$ cat config.mk
export PLATFORM = sky130hd
export DESIGN_NAME = processor_datapath_flat
export DESIGN_NICKNAME = d
export VERILOG_FILES = /design/src/rtl/processor_datapath_if.sv /design/src/rtl/processor_datapath.sv /design/src/flat_wrapper.sv
export SDC_FILE = /design/constraint.sdc
export NUM_CORES = 2
export LEC_CHECK = 0
export BUFFER_PORTS_ARGS = -buffer_cell sky130_fd_sc_hd__buf_4
export CORE_MARGIN = 3
export CORE_UTILIZATION = 57
export DETAILED_ROUTE_END_ITERATION = 10
export PLACE_DENSITY = 0.76
export SLEW_MARGIN = 20
export SYNTH_ARGS = -nofsm -noshare
export SYNTH_HDL_FRONTEND = slang
export SYNTH_SLANG_ARGS = --single-unit
$ cat constraint.sdc
create_clock -name Clk -period 5.3 [get_ports Clk]
set_clock_uncertainty 0.05 [all_clocks]
set_input_delay 0 -clock Clk [delete_from_list [all_inputs] [get_ports Clk]]
set_output_delay 0 -clock Clk [all_outputs]
set_load 0.01 [all_outputs]
$ cat src/rtl/processor_datapath_if.sv
// processor_datapath_if
// Bundles the control-FSM-to-datapath signals and the observed datapath values.
//   master : control side, drives the per-state controls and reads the results
//   slave  : datapath side, consumes the controls and drives the results
// Controls : D_addr, D_wr, RF_s, RF_W_en, RF_W_addr, RF_Ra_addr, RF_Rb_addr, Alu_s0
// Results  : Ra_data, Rb_data, Alu_out, Alu_zero, Dm_rdata, W_data
interface processor_datapath_if #(
  parameter int DATA_W = 16,
  parameter int RF_AW  = 4,
  parameter int DM_AW  = 8
);
  logic [DM_AW-1:0]  D_addr;
  logic              D_wr;
  logic              RF_s;
  logic              RF_W_en;
  logic [RF_AW-1:0]  RF_W_addr;
  logic [RF_AW-1:0]  RF_Ra_addr;
  logic [RF_AW-1:0]  RF_Rb_addr;
  logic [2:0]        Alu_s0;

  logic [DATA_W-1:0] Ra_data;
  logic [DATA_W-1:0] Rb_data;
  logic [DATA_W-1:0] Alu_out;
  logic              Alu_zero;
  logic [DATA_W-1:0] Dm_rdata;
  logic [DATA_W-1:0] W_data;

  modport master (
    output D_addr, D_wr, RF_s, RF_W_en, RF_W_addr, RF_Ra_addr, RF_Rb_addr, Alu_s0,
    input  Ra_data, Rb_data, Alu_out, Alu_zero, Dm_rdata, W_data
  );

  modport slave (
    input  D_addr, D_wr, RF_s, RF_W_en, RF_W_addr, RF_Ra_addr, RF_Rb_addr, Alu_s0,
    output Ra_data, Rb_data, Alu_out, Alu_zero, Dm_rdata, W_data
  );
endinterface

$ cat src/rtl/processor_datapath.sv
// processor_datapath
// Execution datapath under the processor control FSM: 2**RF_AW-entry register
// file with two combinational read ports, a 3-bit-select ALU, and a 2**DM_AW-word
// data memory with one-cycle registered read.
// Ports:
//   Clk    : system clock, all state updates on the rising edge
//   ResetN : asynchronous active-low reset (clears registers and Dm_rdata only)
//   dp     : processor_datapath_if.slave carrying the controls and results
module processor_datapath #(
  parameter int DATA_W = 16,
  parameter int RF_AW  = 4,
  parameter int DM_AW  = 8
) (
  input  logic                Clk,
  input  logic                ResetN,
  processor_datapath_if.slave dp
);

  logic [DATA_W-1:0] reg_file [2**RF_AW];
  logic [DATA_W-1:0] data_mem [2**DM_AW];
  logic [DATA_W-1:0] ra_value;
  logic [DATA_W-1:0] rb_value;
  logic [DATA_W-1:0] alu_result;
  logic [DATA_W-1:0] dm_rdata_q;
  logic [DATA_W-1:0] w_data;

  // Combinational read ports; a same-cycle write is only seen after the edge.
  assign ra_value = reg_file[dp.RF_Ra_addr];
  assign rb_value = reg_file[dp.RF_Rb_addr];

  // ALU, everything wraps modulo 2**DATA_W.
  always_comb begin
    alu_result = '0;
    case (dp.Alu_s0)
      3'd0:    alu_result = '0;
      3'd1:    alu_result = ra_value + rb_value;
      3'd2:    alu_result = ra_value - rb_value;
      3'd3:    alu_result = ra_value;
      3'd4:    alu_result = ra_value ^ rb_value;
      3'd5:    alu_result = ra_value | rb_value;
      3'd6:    alu_result = ra_value & rb_value;
      default: alu_result = ra_value + DATA_W'(1);
    endcase
  end

  assign w_data = dp.RF_s ? dm_rdata_q : alu_result;

  // Register file; reset clears every entry, including register 0.
  always_ff @(posedge Clk or negedge ResetN) begin
    if (!ResetN) begin
      for (int i = 0; i < 2**RF_AW; i++) reg_file[i] <= '0;
    end else if (dp.RF_W_en) begin
      reg_file[dp.RF_W_addr] <= w_data;
    end
  end

  // Data memory array keeps its contents through reset, but stores are
  // suppressed while reset is held so nothing lands during a reset pulse.
  always_ff @(posedge Clk) begin
    if (ResetN && dp.D_wr) data_mem[dp.D_addr] <= ra_value;
  end

  // Read register samples unconditionally, so read-during-write yields the old word.
  always_ff @(posedge Clk or negedge ResetN) begin
    if (!ResetN) dm_rdata_q <= '0;
    else         dm_rdata_q <= data_mem[dp.D_addr];
  end

  assign dp.Ra_data  = ra_value;
  assign dp.Rb_data  = rb_value;
  assign dp.Alu_out  = alu_result;
  assign dp.Alu_zero = (alu_result == '0);
  assign dp.Dm_rdata = dm_rdata_q;
  assign dp.W_data   = w_data;

endmodule

$ cat src/flat_wrapper.sv
// flat-port wrapper written by rule: the top's interface ports become plain ports
module processor_datapath_flat 
#(
  parameter int DATA_W = 16,
  parameter int RF_AW  = 4,
  parameter int DM_AW  = 8
)
  (Clk, ResetN, dp_D_addr, dp_D_wr, dp_RF_s, dp_RF_W_en, dp_RF_W_addr, dp_RF_Ra_addr, dp_RF_Rb_addr, dp_Alu_s0, dp_Ra_data, dp_Rb_data, dp_Alu_out, dp_Alu_zero, dp_Dm_rdata, dp_W_data);
  processor_datapath_if #(.DATA_W(DATA_W), .RF_AW(RF_AW), .DM_AW(DM_AW)) dp_i ();
  input  logic Clk;
  input  logic ResetN;
  input wire logic [$bits(dp_i.D_addr)-1:0] dp_D_addr;
  input wire logic [$bits(dp_i.D_wr)-1:0] dp_D_wr;
  input wire logic [$bits(dp_i.RF_s)-1:0] dp_RF_s;
  input wire logic [$bits(dp_i.RF_W_en)-1:0] dp_RF_W_en;
  input wire logic [$bits(dp_i.RF_W_addr)-1:0] dp_RF_W_addr;
  input wire logic [$bits(dp_i.RF_Ra_addr)-1:0] dp_RF_Ra_addr;
  input wire logic [$bits(dp_i.RF_Rb_addr)-1:0] dp_RF_Rb_addr;
  input wire logic [$bits(dp_i.Alu_s0)-1:0] dp_Alu_s0;
  output wire logic [$bits(dp_i.Ra_data)-1:0] dp_Ra_data;
  output wire logic [$bits(dp_i.Rb_data)-1:0] dp_Rb_data;
  output wire logic [$bits(dp_i.Alu_out)-1:0] dp_Alu_out;
  output wire logic [$bits(dp_i.Alu_zero)-1:0] dp_Alu_zero;
  output wire logic [$bits(dp_i.Dm_rdata)-1:0] dp_Dm_rdata;
  output wire logic [$bits(dp_i.W_data)-1:0] dp_W_data;
  assign dp_i.D_addr = dp_D_addr;
  assign dp_i.D_wr = dp_D_wr;
  assign dp_i.RF_s = dp_RF_s;
  assign dp_i.RF_W_en = dp_RF_W_en;
  assign dp_i.RF_W_addr = dp_RF_W_addr;
  assign dp_i.RF_Ra_addr = dp_RF_Ra_addr;
  assign dp_i.RF_Rb_addr = dp_RF_Rb_addr;
  assign dp_i.Alu_s0 = dp_Alu_s0;
  assign dp_Ra_data = dp_i.Ra_data;
  assign dp_Rb_data = dp_i.Rb_data;
  assign dp_Alu_out = dp_i.Alu_out;
  assign dp_Alu_zero = dp_i.Alu_zero;
  assign dp_Dm_rdata = dp_i.Dm_rdata;
  assign dp_W_data = dp_i.W_data;
  processor_datapath #(.DATA_W(DATA_W), .RF_AW(RF_AW), .DM_AW(DM_AW)) u_core (.Clk(Clk), .ResetN(ResetN), .dp(dp_i));
endmodule
-- Word level (Yosys, flattened, before mapping)
Memory sizes are Yosys's and may differ from the RTL's. A register that Yosys moved wholly into a read port is not among the register bits.
Cells that the tools add are included.
- register bits after elaboration: 256
- input bits: 28
- RAM bits: 4096
- memories: 1
- output and inout port bits: 81
- eq/ne operators: 6
- add/subtract/negate cells: 3
- multiplexer cells: 13
- bitwise logic cells: 6
- magnitude comparators: 4
- reductions and logical operators: 5
- memories (name ; depth ; bits a word ; rd ports ; clocked after memory_dff ; write ports ; line ; source):
    u_core.data_mem ; 256 ; 16 ; 1 ; 1 ; 1 ; processor_datapath.sv:20 ; logic [DATA_W-1:0] data_mem [2**DM_AW];
- operator list (kind ; number):
    $bwmux W256 ; 1
    $bmux W16 S4 ; 2
    $pmux W16 S7 ; 1
    $mux W16 ; 6
    $demux W16 S4 ; 1
    $add A16 B1 Y16 const B ; 1
    $add A16 B16 Y16 ; 1
    $and A16 B16 Y16 ; 1
    $logic_not A16 Y1 ; 1
    $or A16 B16 Y16 ; 1
    $sub A16 B16 Y16 ; 1
    $xor A16 B16 Y16 ; 1
    $ge A5 B5 Y1 const B ; 3
    $not A4 Y5 ; 3
    $eq A3 B3 Y1 const B ; 3
    $eq A3 B2 Y1 const B ; 2
    $lt A5 B1 Y1 const B ; 1
    $eq A3 B1 Y1 const B ; 1
    $logic_not A3 Y1 ; 1
    $logic_and A1 B1 Y1 ; 2
    $mux W1 ; 2
    $logic_not A1 Y1 ; 1

-- Longest topological paths before layout
- depth in word-level cells: 8
- depth in mapped cells: 25
- gate-level depth less buffers: 20

-- Worst setup path after synthesis
Ideal clock, no wire load.
- path type: input port to flip-flop
- from: in dp_RF_Ra_addr[1]
- to: reg u_core.reg_file[111] (netlist name)
- setup slack: -0.665 ns
- setup time: 0.129 ns
- arrival time: 5.786 ns
- path buffers: 3
- cell stages on the path: 15
- cell sequence: clkbuf_1 > clkbuf_1 > mux4_2 > mux4_2 > ha_1 > nor2b_1 > o31ai_1 > a21oi_1 > a2111oi_0 > o21ai_0 > xnor2_2 > xnor2_2 > mux2i_2 > buf_6 > a31oi_2
- longest elaborated chain between the ends: 8
- elaborated cells on any way between the ends: 13
- those cells by class: add/sub (3); mux (6); bitwise (4)
- RTL lines (item ; line ; source):
    start, declared ; flat_wrapper.sv:17 ; input wire logic [$bits(dp_i.RF_Ra_addr)-1:0] dp_RF_Ra_addr;
    $not A4 Y5 (not written as such) (*) ; processor_datapath.sv:28 ; assign ra_value = reg_file[dp.RF_Ra_addr];
    $bmux W16 S4 (*) ; processor_datapath.sv:28 ;
    $mux W16 (not written as such) (*) (2 in a row) ; processor_datapath.sv:28 ;
    net dp_Ra_data[1] ; flat_wrapper.sv:20 ; output wire logic [$bits(dp_i.Ra_data)-1:0] dp_Ra_data;
    $add A16 B1 Y16, or another cell as far along ; processor_datapath.sv:42 ; default: alu_result = ra_value + DATA_W'(1);
    $pmux W16 S7 (*) ; processor_datapath.sv:34 ; case (dp.Alu_s0)
    $mux W16 (*) ; processor_datapath.sv:46 ; assign w_data = dp.RF_s ? dm_rdata_q : alu_result;
    $bwmux W256 (*) ; processor_datapath.sv:53 ; reg_file[dp.RF_W_addr] <= w_data;
    end signal, assigned by index ; processor_datapath.sv:53 ;
    end, declared ; processor_datapath.sv:19 ; logic [DATA_W-1:0] reg_file [2**RF_AW];
Mark *: on every way through the listed nets, which the timed path passes. The rest lies on a longest branch. The select of a mux whose other input is x is not followed.
A chain may end at the register's enable or synchronous reset.

-- Worst setup path after layout
- from: reg u_core.reg_file[80] (netlist name)
- to: out dp_Alu_zero
- longest elaborated chain between the ends: 6
- elaborated cells on any way between the ends: 14
- those cells by class: add/sub (3); mux (7); bitwise (3); reduce/logical (1)
- RTL lines (item ; line ; source):
    $bmux W16 S4 (on tied branches) ; processor_datapath.sv:28, processor_datapath.sv:29 ;
    $mux W16 (on tied branches) (2 in a row) ; processor_datapath.sv:28, processor_datapath.sv:29 ;
    $add A16 B1 Y16, or another cell as far along ; processor_datapath.sv:42 ;
    $pmux W16 S7 (*) ; processor_datapath.sv:34 ;
    $logic_not A16 Y1 (*) ; processor_datapath.sv:72 ; assign dp.Alu_zero = (alu_result == '0);
    end, declared ; flat_wrapper.sv:23 ; output wire logic [$bits(dp_i.Alu_zero)-1:0] dp_Alu_zero;
Every way passes the cells marked *; elsewhere a longest branch is shown, timed or not. The select of a mux whose other input is x is not followed.

==> implementation parameters <==
Parameter                              Value

Run status
  Outcome ... finished, violations left
  Violated checks ... design-rule violations, negative setup slack

Power
  Switching power total ... 21.1 mW
  Design internal power ... 62.8 mW
  Proportion of power drawn by the clock network ... 0.366
  Combinational Power Share ... 0.130
  Portion of total power attributed to sequential cells ... 0.504
  Worst ir drop on vdd ... ~0.35 mV
  Switching power share of the total ... 0.252
  PwrDens ... approximately 420 nW/um2
  Leakage dissipation ... 64.5 nW

Setup path
  Endpoint of the worst-slack reg-to-reg timing path ... u_core.reg_file[223]$_DFFE_PN0P_
  Crit path launch type ... flip-flop
  Depth of the worst register-to-register path ... 24
  Reg-to-reg startpoint ... u_core.reg_file[80]$_DFFE_PN0P_
  Arrival time at the worst endpoint ... between 5 and 6 ns
  Slack of the worst reg-to-reg path ... 0.11 ns
  Type of element capturing the critical path ... output pin
  Worst setup path class ... flip-flop to output pin
  Worst path required time ... 5.25 ns
  Highest net fanout along the worst path ... 3

Synth
  Average size of a mapped cell ... 22.3 um2
  Asr flop ratio synth ... 0.0623
  Sequential-to-total area share from yosys stat ... 0.751
  Syn Inst Count ... 7,761
  Post-synth net total ... ~7,800
  Share of the synthesized area in the top cell type ... 0.712
  Count of yosys warnings during synthesis ... 0
  Ranking of synthesized cells by area ... sky130_fd_sc_hd__edfxtp_1, sky130_fd_sc_hd__mux4_2, sky130_fd_sc_hd__dfrtp_1
  FF+latch count, synth ... 4,368
  Most common flop cell mapped by yosys ... sky130_fd_sc_hd__edfxtp_1
  Cell taking the most area after synthesis ... sky130_fd_sc_hd__edfxtp_1
  Summed instance area of the synthesized netlist ... about 170,000 um2
  Count of flip-flops with a built-in enable after synthesis ... 4,096
  Count of distinct cell types in the synthesized netlist ... between 70 and 80

Timing
  Worst slew margin relative to its limit ... 0.102
  Post-route clock period utilization ... 1.12
  Actual transition at the worst max-transition pin ... between 1 and 1.5 ns
  Setup repair after global routing missed its margin ... yes
  Final worst setup slack ... -0.640 ns
  Final setup vio count ... 11
  Clock period minus final worst setup slack ... 5.94 ns
  Highest achievable clock rate ... 168 MHz
  Max-slew violations ... 0
  Hold violation count in the final report ... 0

Routing
  Total iterations of the first detailed-routing run ... 11
  Post-DRT Antenna Nets ... 0
  Avg WL per Cell ... about 37 um
  Vias post-DR ... 89,400
  Routed vias/inst ... around 7
  Drt first-iter violations ... 13,500
  WL final ... 474,000 um
  Final routed DRC violation total ... 1

Global routing
  Maximum number of pins on one net before global-route repair ... 226
  Total global routing overflow ... 0
  Global-route usage over all layers ... 0.308
  Wire length of the first global-routing pass ... just under 700,000 um
  Number of global-route vias before repair ... 90,600
  Initial antenna violation count ... 33

Floorplan
  Y dimension of the die ... around 560 um
  Total number of placement rows ... 201
  Die ar. ... 310,000 um2
  Initial cell density of the core ... 0.575
  IO Count ... 109
  Core Region ... between 300,000 and 400,000 um2
  Horizontal extent of the die ... between 500 and 600 um

Final layout
  Leading cell types in the layout, fill and taps excluded ... sky130_fd_sc_hd__edfxtp_1, sky130_fd_sc_hd__mux4_2, sky130_fd_sc_hd__buf_4
  Layout net count ... roughly 8,600
  Fraction of layout instances using a drive strength above 1 ... 0.353
  Most common library cell in the layout ignoring fill and taps ... sky130_fd_sc_hd__edfxtp_1
  Final std cells w/o fill ... around 13,000
  Filler cell count ... 18,100
  Synth-to-Final Area Change ... 14.4%

Flow run
  Number of maximum-capacitance constraint violations ... 0

Clock network
  Number of clock buffers inserted by TritonCTS ... 425
  CTS root buffer ... sky130_fd_sc_hd__clkbuf_16
  Clock tree from TritonCTS ... done
  Clock latency at the later pin of the worst-skew pair ... 0.97 ns
  Clock-pin transition on the worst setup and hold timing paths ... around 0.070 ns
  Number of sinks driven by the clock tree ... 4,368
  CTS H-Tree Depth ... 5
  Maximum number of buffers from clock root to sink ... 4

Worst hold path
  Type of the tightest min-delay check ... primary input to flip-flop
  Min-Delay Path Depth ... 2
  HP Start ... dp_RF_Ra_addr[2]
  Hold-critical path endpoint ... u_core.data_mem[144][13]$_DFFE_PP_

Placed design
  Post-Place Cells ... between 10,000 and 15,000
  Final weighted congestion in routability-driven placement ... 0.896
  Number of buffers inserted by port buffering ... between 100 and 150
  Sum of net half-perimeters after detailed placement ... between 200,000 and 300,000 um
  Setup WS pre-CTS ... -0.275 ns
layout make-up:
| class | instances | area [um2] | share of cell area |
|---|---|---|---|
| flip-flops and latches | 4368 | 130000 | 0.656 |
| inverters | 56 | 218 | 0.00110 |
| clock buffers | 524 | 11100 | 0.0563 |
| clock inverters | 260 | 3020 | 0.0153 |
| repair buffers | 770 | 6700 | 0.0339 |
| well taps | 3958 | 4950 | 0.0250 |
| multi-input cells | 2857 | 41900 | 0.212 |
| diodes | 14 | 35.0 | 0.000177 |
what timing repair did:
item                                    4_1_cts  5_1_grt
hold buffers                                 28        0
endpoints found under the setup margin       69       36
pin swaps                                    29       27
gates resized for setup                      75       58
setup buffers                                30       45
endpoints found under the hold margin       344        0
synthesized netlist by cell type, drive strengths merged (4+ instances only):
master,number
xnor2,19
a211o,4
nand2,332
o21ai,242
a22o,7
and3,7
dfrtp,272
a41oi,7
a21oi,32
nand4,13
a22oi,31
nor2,303
buf,196
clkbuf,284
mux2,17
edfxtp,4096
nor4,5
o22ai,28
a2111oi,6
nand3,47
a221oi,5
inv,56
nor3,21
mux2i,48
and2,10
nand2b,12
ha,48
nor2b,56
a31oi,29
o21a,4
o211ai,4
mux4,1460
or3,5
a32oi,8
power by group through the flow:
stage | sequential (mW) | combinational [mW] | clock, mW
2_1_floorplan | 42.9 | 5.52 | 0
3_3_place_gp | 42.8 | 9.65 | 0
3_5_place_dp | 42.9 | 10.1 | 0
4_1_cts | 42.2 | 10.5 | 31.0
5_1_grt | 42.3 | 11.6 | 32.3
6_report | 42.3 | 10.9 | 30.7
per-layer routing:
metal / track usage / wire (um) / up-vias
li1: - / - / 34200
met1: 0.406 / 161000 / 47000
met2: 0.485 / 230000 / 6885
met3: 0.0781 / 55600 / 1348
met4: 0.149 / 27300 / 18
met5: 0 / 125 / -
worst max-delay path by stage:
stage | start | to | slack [ns]
after floorplan | dp_RF_Ra_addr[1] | u_core.reg_file[111]$_DFFE_PN0P_ | 0.01
after global placement | dp_RF_Rb_addr[0] | dp_W_data[15] | -0.36
after detailed placement | dp_RF_Rb_addr[0] | dp_W_data[15] | -0.28
after CTS | u_core.reg_file[48]$_DFFE_PN0P_ | dp_Alu_zero | -0.67
after global routing | u_core.reg_file[83]$_DFFE_PN0P_ | dp_Alu_zero | -0.82
final | u_core.reg_file[80]$_DFFE_PN0P_ | dp_Alu_zero | -0.64
metrics by stage:
stage	cell area [um2]	utilization	TNS (ns)	hold WS, ns	power [mW]
final	198000	0.657	-3.20	0.110	83.9
after global routing	198000	0.657	-6.80	0.114	86.2
after CTS	197000	0.655	-2.81	0.0489	83.7
after detailed placement	182000	0.605	-9.06	-0.131	53.1
after global placement	182000	0.605	-6.08	-0.137	52.5
after floorplan	173000	-	0	-0.346	48.4
state kept, by name (all words and copies together), names as in the netlist:
register / cells
u_core.dp.Dm_rdata: 16
u_core.reg_file: 256
u_core.data_mem: 4096
critical path: stages, from the launching register on:
cell and delay (ns):
sky130_fd_sc_hd__dfrtp_1 0.39, sky130_fd_sc_hd__mux4_2 0.48, sky130_fd_sc_hd__mux4_2 0.53, sky130_fd_sc_hd__inv_2 0.10, sky130_fd_sc_hd__ha_4 0.13, sky130_fd_sc_hd__and3_4 0.21
sky130_fd_sc_hd__buf_4 0.11, sky130_fd_sc_hd__nand2_1 0.06, sky130_fd_sc_hd__xnor2_1 0.12, sky130_fd_sc_hd__o22ai_1 0.12, sky130_fd_sc_hd__ha_2 0.31, sky130_fd_sc_hd__buf_4 0.14
sky130_fd_sc_hd__o21a_1 0.18, sky130_fd_sc_hd__o22ai_2 0.22, sky130_fd_sc_hd__a31oi_4 0.07, sky130_fd_sc_hd__a211oi_2 0.28, sky130_fd_sc_hd__buf_4 0.16, sky130_fd_sc_hd__mux2i_1 0.07
sky130_fd_sc_hd__o21bai_1 0.22, sky130_fd_sc_hd__or4b_1 0.48, sky130_fd_sc_hd__nor3_2 0.17, sky130_fd_sc_hd__and3_4 0.26, sky130_fd_sc_hd__buf_6 0.11
cell families (layout without fill, tap and decap cells):
logic type / after synthesis / in the layout / synth area share
other: 0 / 14 / 0
AO/OA/AOI/OAI: 436 / 436 / 0.0157
flip-flops: 4368 / 4368 / 0.751
AND/OR/NAND/NOR: 826 / 826 / 0.0207
multiplexers: 1525 / 1525 / 0.195
buffers and inverters: 536 / 1610 / 0.0132
XOR/XNOR: 21 / 21 / 0.00115
adder cells (fa/ha/maj): 49 / 49 / 0.00359
(Power assumes the default switching activity.)
